File: src/rtl/aclock_set_ctrl.sv
// rtl/aclock_set_ctrl.sv - button sequencer, time/alarm editor and snooze scheduler for aclock
//
// Purpose: turns single-cycle debounced button pulses into BCD edit values,
// one-cycle load strobes, stop pulses and the alarm-enable level for the
// aclock core, and gates the core's raw Alarm into the buzzer with snooze.
//
// Ports:
//   clk, reset                 clock, synchronous active-high reset
//   btn_set_time/btn_set_alarm start editing clock time / alarm time
//   btn_inc, btn_next          increment field / advance hour->minute->commit
//   btn_al_toggle              toggle alarm enable (AL_ON)
//   btn_snooze, btn_stop       snooze / stop a sounding alarm
//   Alarm                      raw alarm from aclock
//   cur_H1..cur_M0             current time from aclock (BCD)
//   H_in1..M_in0               edit registers to aclock (BCD)
//   LD_time, LD_alarm          one-cycle load strobes
//   STOP_al                    one-cycle stop pulse to aclock
//   AL_ON                      alarm enable level
//   buzzer                     Alarm & AL_ON & ~snooze_active
//   edit_field                 0 none, 1 hours, 2 minutes
//
// Optional feature macro: ACLK_EDIT_TIMEOUT_EN (edit abort after TIMEOUT_CYC idle cycles).

`timescale 1ns/1ps

module aclock_set_ctrl #(
    parameter int SNOOZE_CYC  = 3000,
    parameter int MAX_SNOOZE  = 3,
    parameter int TIMEOUT_CYC = 600
) (
    input  logic       clk,
    input  logic       reset,
    input  logic       btn_set_time,
    input  logic       btn_set_alarm,
    input  logic       btn_inc,
    input  logic       btn_next,
    input  logic       btn_al_toggle,
    input  logic       btn_snooze,
    input  logic       btn_stop,
    input  logic       Alarm,
    input  logic [1:0] cur_H1,
    input  logic [3:0] cur_H0,
    input  logic [3:0] cur_M1,
    input  logic [3:0] cur_M0,
    output logic [1:0] H_in1,
    output logic [3:0] H_in0,
    output logic [3:0] M_in1,
    output logic [3:0] M_in0,
    output logic       LD_time,
    output logic       LD_alarm,
    output logic       STOP_al,
    output logic       AL_ON,
    output logic       buzzer,
    output logic [1:0] edit_field
);

    localparam int SCW = $clog2(SNOOZE_CYC + 1);
    localparam int NCW = $clog2(MAX_SNOOZE + 1);
    localparam logic [SCW-1:0] SNOOZE_LOAD = SCW'(SNOOZE_CYC);
    localparam logic [NCW-1:0] MAX_N       = NCW'(MAX_SNOOZE);

    typedef enum logic [1:0] {IDLE, EDIT_H, EDIT_M, COMMIT} state_t;

    state_t state, state_nxt;

    logic       target_alarm, target_n;
    logic [1:0] sh_h1;
    logic [3:0] sh_h0, sh_m1, sh_m0;
    logic [1:0] h1_n;
    logic [3:0] h0_n, m1_n, m0_n;
    logic       ld_time_n, ld_alarm_n;
    logic [1:0] edit_field_n;

    logic           snooze_active, act_n;
    logic [SCW-1:0] snooze_cnt, cnt_n;
    logic [NCW-1:0] snooze_count, count_n;
    logic           alarm_q;
    logic           al_on_n, stop_req, al_off, snooze_ok, stop_al_n;
    logic           timeout;

    // BCD hour increment with 23 -> 00 wrap
    function automatic logic [5:0] hour_inc(input logic [1:0] t, input logic [3:0] u);
        if (t == 2'd2 && u >= 4'd3) return 6'd0;
        else if (u >= 4'd9)         return {t + 2'd1, 4'd0};
        else                        return {t, u + 4'd1};
    endfunction

    // BCD minute increment with 59 -> 00 wrap, no carry out
    function automatic logic [7:0] min_inc(input logic [3:0] t, input logic [3:0] u);
        if (u >= 4'd9) begin
            if (t >= 4'd5) return 8'd0;
            else           return {t + 4'd1, 4'd0};
        end
        return {t, u + 4'd1};
    endfunction

`ifdef ACLK_EDIT_TIMEOUT_EN
    localparam int TW = $clog2(TIMEOUT_CYC + 1);
    localparam logic [TW-1:0] TIMEOUT_LIM = TW'(TIMEOUT_CYC);

    logic [TW-1:0] idle_cnt;
    logic          any_btn;
    logic          in_edit;

    assign any_btn = btn_set_time | btn_set_alarm | btn_inc | btn_next |
                     btn_al_toggle | btn_snooze | btn_stop;
    assign in_edit = (state == EDIT_H) || (state == EDIT_M);

    // Counter rests at 0 outside the edit states, so entry to EDIT_H starts from 0.
    always_ff @(posedge clk) begin
        if (reset || any_btn || !in_edit)
            idle_cnt <= '0;
        else if (idle_cnt != TIMEOUT_LIM)
            idle_cnt <= idle_cnt + 1'b1;
    end

    assign timeout = in_edit && (idle_cnt == TIMEOUT_LIM) && !any_btn;
`else
    logic [31:0] unused_timeout_cfg;
    assign unused_timeout_cfg = TIMEOUT_CYC;
    assign timeout = 1'b0;
`endif

    // State register
    always_ff @(posedge clk) begin
        if (reset) state <= IDLE;
        else       state <= state_nxt;
    end

    // Next-state logic
    always_comb begin
        state_nxt = state;
        case (state)
            IDLE:   if (btn_set_time || btn_set_alarm) state_nxt = EDIT_H;
            EDIT_H: if (btn_next) state_nxt = EDIT_M;
                    else if (timeout) state_nxt = IDLE;
            EDIT_M: if (btn_next) state_nxt = COMMIT;
                    else if (timeout) state_nxt = IDLE;
            COMMIT: state_nxt = IDLE;
            default: state_nxt = IDLE;
        endcase
    end

    // Output logic: next values of the registered edit outputs
    always_comb begin
        h1_n       = H_in1;
        h0_n       = H_in0;
        m1_n       = M_in1;
        m0_n       = M_in0;
        target_n   = target_alarm;
        ld_time_n  = 1'b0;
        ld_alarm_n = 1'b0;
        case (state)
            IDLE: begin
                if (btn_set_time) begin
                    {h1_n, h0_n, m1_n, m0_n} = {cur_H1, cur_H0, cur_M1, cur_M0};
                    target_n = 1'b0;
                end else if (btn_set_alarm) begin
                    {h1_n, h0_n, m1_n, m0_n} = {sh_h1, sh_h0, sh_m1, sh_m0};
                    target_n = 1'b1;
                end
            end
            EDIT_H: if (btn_inc) {h1_n, h0_n} = hour_inc(H_in1, H_in0);
            EDIT_M: begin
                if (btn_inc) {m1_n, m0_n} = min_inc(M_in1, M_in0);
                // strobe is registered so it lines up with the COMMIT cycle
                if (btn_next) begin
                    ld_time_n  = !target_alarm;
                    ld_alarm_n = target_alarm;
                end
            end
            default: ;
        endcase
        case (state_nxt)
            EDIT_H:  edit_field_n = 2'd1;
            EDIT_M:  edit_field_n = 2'd2;
            default: edit_field_n = 2'd0;
        endcase
    end

    always_ff @(posedge clk) begin
        if (reset) begin
            {H_in1, H_in0, M_in1, M_in0} <= '0;
            {sh_h1, sh_h0, sh_m1, sh_m0} <= '0;
            target_alarm <= 1'b0;
            LD_time      <= 1'b0;
            LD_alarm     <= 1'b0;
            edit_field   <= 2'd0;
        end else begin
            {H_in1, H_in0, M_in1, M_in0} <= {h1_n, h0_n, m1_n, m0_n};
            target_alarm <= target_n;
            LD_time      <= ld_time_n;
            LD_alarm     <= ld_alarm_n;
            edit_field   <= edit_field_n;
            if (state == COMMIT && target_alarm)
                {sh_h1, sh_h0, sh_m1, sh_m0} <= {H_in1, H_in0, M_in1, M_in0};
        end
    end

    // Alarm enable, stop and snooze scheduling
    assign stop_req  = btn_stop && (Alarm || snooze_active);
    assign al_off    = btn_al_toggle && AL_ON;
    assign snooze_ok = btn_snooze && Alarm && AL_ON && !snooze_active &&
                       (snooze_count < MAX_N) && !stop_req && !al_off;

    always_comb begin
        al_on_n   = AL_ON ^ btn_al_toggle;
        act_n     = snooze_active;
        cnt_n     = snooze_cnt;
        count_n   = snooze_count;
        stop_al_n = stop_req || al_off;
        // last counted cycle clears the mute, so buzzer is muted SNOOZE_CYC cycles
        if (snooze_active) begin
            if (snooze_cnt <= 1) begin
                act_n = 1'b0;
                cnt_n = '0;
            end else begin
                cnt_n = snooze_cnt - 1'b1;
            end
        end
        if (alarm_q && !Alarm && !snooze_active)
            count_n = '0;
        if (snooze_ok) begin
            act_n   = 1'b1;
            cnt_n   = SNOOZE_LOAD;
            count_n = snooze_count + 1'b1;
        end
        if (stop_req || al_off) begin
            act_n   = 1'b0;
            cnt_n   = '0;
            count_n = '0;
        end
    end

    always_ff @(posedge clk) begin
        if (reset) begin
            AL_ON         <= 1'b0;
            STOP_al       <= 1'b0;
            buzzer        <= 1'b0;
            snooze_active <= 1'b0;
            snooze_cnt    <= '0;
            snooze_count  <= '0;
            alarm_q       <= 1'b0;
        end else begin
            AL_ON         <= al_on_n;
            STOP_al       <= stop_al_n;
            buzzer        <= Alarm && al_on_n && !act_n;
            snooze_active <= act_n;
            snooze_cnt    <= cnt_n;
            snooze_count  <= count_n;
            alarm_q       <= Alarm;
        end
    end

endmodule

File: config.mk
export PLATFORM = sky130hd
export DESIGN_NAME = aclock_set_ctrl
export DESIGN_NICKNAME = d
export VERILOG_FILES = /design/src/rtl/aclock_set_ctrl.sv
export SDC_FILE = /design/constraint.sdc
export NUM_CORES = 1
export LEC_CHECK = 0
export ABC_AREA = 1
export BUFFER_PORTS_ARGS = -buffer_cell sky130_fd_sc_hd__buf_2
export CORE_ASPECT_RATIO = 1.5
export CORE_MARGIN = 3
export CORE_UTILIZATION = 51
export DETAILED_ROUTE_END_ITERATION = 8
export PLACE_DENSITY = 0.72
export SLEW_MARGIN = 20
export SYNTH_ARGS = -nofsm -noshare
export SYNTH_HDL_FRONTEND = slang
export SYNTH_SLANG_ARGS = --single-unit
File: constraint.sdc
create_clock -name clk -period 2.8 [get_ports clk]
set_input_delay 0.28 -clock clk [delete_from_list [all_inputs] [get_ports clk]]
set_output_delay 0.28 -clock clk [all_outputs]
set_load 0.01 [all_outputs]
==> impl_metrics.toml <==
[cts]
postCtsSetupRepairBufs = 0
cts-resized-gates = 0
hold_buffers = 0
cts_tree = "done"
h-tree-depth = 2
cts_buffers = 5
path_clk_slew_ns = 0.10
clock_latency_ns = 0.31
clock_sink_count = 54
cts_max_path_buffers = 2
clockRootBuffer = "clkbuf_8"

[floorplan]
die_h_microns = 97.9
core_area_sq_um = 5290
ios = 45
num_rows = 32
initial_core_util = 0.544
die-area_sq_um = 6590
die_x_microns = 67.3

[critical_path]
path_class = "reg -> reg"
reg2reg_depth = 3
r2r_setup_slack_ns = 1.12
rr_startpoint = "state[1]$_SDFF_PP0_"
worstSetupEndpoint = "sh_m1[0]$_SDFFE_PP0P_"
timing.critical_path.from_type = "flip-flop"
cp_max_fo = 28
r2r_end = "sh_m1[0]$_SDFFE_PP0P_"
startpoint = "state[1]$_SDFF_PP0_"
cp-end-kind = "flip-flop"
critPathRequiredTime_ns = 2.97
worstPathArrival_ns = 1.85

[sta]
max_freq_mhz = 594
worst_slew_pin_slew_ns = 0.839
slew_headroom = 0.439
whs_ns = 0.245
hold_viol = 0
rsz0062_at_grt = "false"
fin_tns_setup_ns = 0
fin_skew_ns = 0.00865
min_period_ns = 1.68
finalSetupViolCount = 0
finalMaxSlewViolations = 0
timing.final.crit_share = 0.601

[synth]
syn_avg_cell_area_sq_um = 7.08
synthArstFlopShare = 0
synthTopCellsByCount = "60 x nand2_1, 54 x dfxtp_1, 53 x inv_1, 48 x a21oi_1"
ys_top_cells_by_area = "dfxtp_1 38%, a21oi_1 8.4%, nand2_1 7.8%, o21ai_0 7.7%, inv_1 6.9%"
ys_ff_latch = 54
muxShareOfSynthArea = 0
synth_compound_area_frac = 0.213
syn_nets = 444
synth_cell_types = 35
ys_warn_count = 0
yosysSeqAreaShare = 0.376
yosysTopAreaCellShare = 0.376
yosys.area_share.simple = 0.225
synth-edff-count = 0
post_synth_xor_area_fraction = 0.0213
synth_most_common_cell = "nand2_1"
syn-cell-area_sq_um = 2870
ys.flop_type = "dfxtp_1"
synth_top_area_cell = "dfxtp_1"
synth-adder-area-share = 0.0610
syn_inst = 406
synth_top_family_by_area = "simple AND/OR/NAND/NOR gates"

[layout]
nets = 485
antenna_cells = 0
layout.cells.non_filler = 516
drive_gt1_frac = 0.170
area_growth_pct = 12.5
fin_area_sq_um = 3230
final_util = 0.612
fillCellCount = 534

[global_routing]
grt_overflow = 0
grt_max_degree = 32
grt_pass1_vias = 2570
grt_pass1_wl_microns = 11000
grt_usage = 0.207
antenna_found_initial = 0

[detailed_routing]
vias_per_cell = 5.15
drtAntennaViolNets = 0
wl_per_cell_microns = 12.2
routed_wl_microns = 6300
dr.pass1.iters = 5
dr.first_iter.drc_count = 94
drc = 0
via_count = 2656

[pwr]
power.density_nw_per_um2 = 554
p_leak_nw = 1.48
vdd_drop_max_v = 0.000302

[placement]
hpwlAfterDp_microns = 4750
io_buffers = 44
gp_congestion = 0.791
dp_cells = 508
dpl-instance-area_sq_um = 3120

[flow_run]
cap_violations = 0

[min_path]
hold_path_class = "in -> reg"
worstHoldStart = "reset"

[status]
status = "complete, no violations"
flip-flops by register name, indices dropped and copies added (netlist names), 4 cells and up:
signal      cells
H_in0           4
M_in0           4
M_in1           4
sh_h0           4
sh_m0           4
sh_m1           4
snooze_cnt     12
worst max-delay path, stage by stage, from the launching register on:
cell     delay [ns]
dfxtp_1        0.45
nand3_1        0.63
o21ai_0        0.40
a21oi_1        0.07
through the flow:
stage,total power [mW],worst slack [ns]
2_1_floorplan,1.16,1.43
3_5_place_dp,1.28,1.09
5_1_grt,1.91,0.856
3_3_place_gp,1.27,1.19
4_1_cts,1.81,1.08
6_report,1.79,1.12
report_power, final:
part / switching, mW / internal (mW) / leakage, nW
clock network: 0.258 / 0.267 / 0.0514
logic: 0.239 / 0.147 / 0.983
registers: 0.0618 / 0.817 / 0.441
total: 0.558 / 1.23 / 1.48
area by class of cell:
class	instances	area, sq um	share of cell area
clock buffer	6	72.6	0.0225
clock inverter	2	37.5	0.0116
inverter	60	233	0.0720
multi-input combinational	281	1500	0.463
sequential	54	1080	0.334
tap	68	85.1	0.0263
timing repair buffer	45	228	0.0705
placed cells by master, fill, tap and decap left out, types with 2 or more instances in the layout:
master	n
clkinv_2	2
o21ai_0	44
nor3_1	6
nand2_1	60
a21oi_2	3
ha_1	14
nor2_1	44
xor2_1	4
nand2_2	6
dfxtp_1	54
nor2_2	2
inv_2	4
buf_2	44
xnor2_1	3
nand3b_1	3
inv_1	53
o21ai_1	6
o21ai_4	2
and2_1	2
nand3_1	21
a31oi_1	4
a21oi_1	48
clkbuf_8	5
routing by layer:
metal / up-vias / global-route usage / part of all wire
met5: - / 0 / 0
met4: 0 / 0.0641 / 0.015
met3: 9 / 0.0391 / 0.037
met2: 39 / 0.387 / 0.54
met1: 1213 / 0.225 / 0.41
li1: 1395 / - / -
worst min path at each step:
stage / to / slack, ns / cells past startpoint
floorplan: LD_time$_SDFF_PP0_ / 0.42 / 1
global placement: sh_h0[3]$_SDFFE_PP0P_ / 0.44 / 2
detailed placement: sh_h0[2]$_SDFFE_PP0P_ / 0.44 / 2
CTS: AL_ON$_SDFF_PP0_ / 0.23 / 2
global route: LD_alarm$_SDFF_PP0_ / 0.25 / 2
finish: STOP_al$_SDFF_PP0_ / 0.25 / 2
cell families after synthesis:
group	count (synthesis)
and+or+nand+nor	148
adders and majority gates	14
buffers and inverters	71
xor gates and xnor gates	7
AOI/OAI and AO/OA	112
DFF	54
Power figures use the tool's default switching activity.
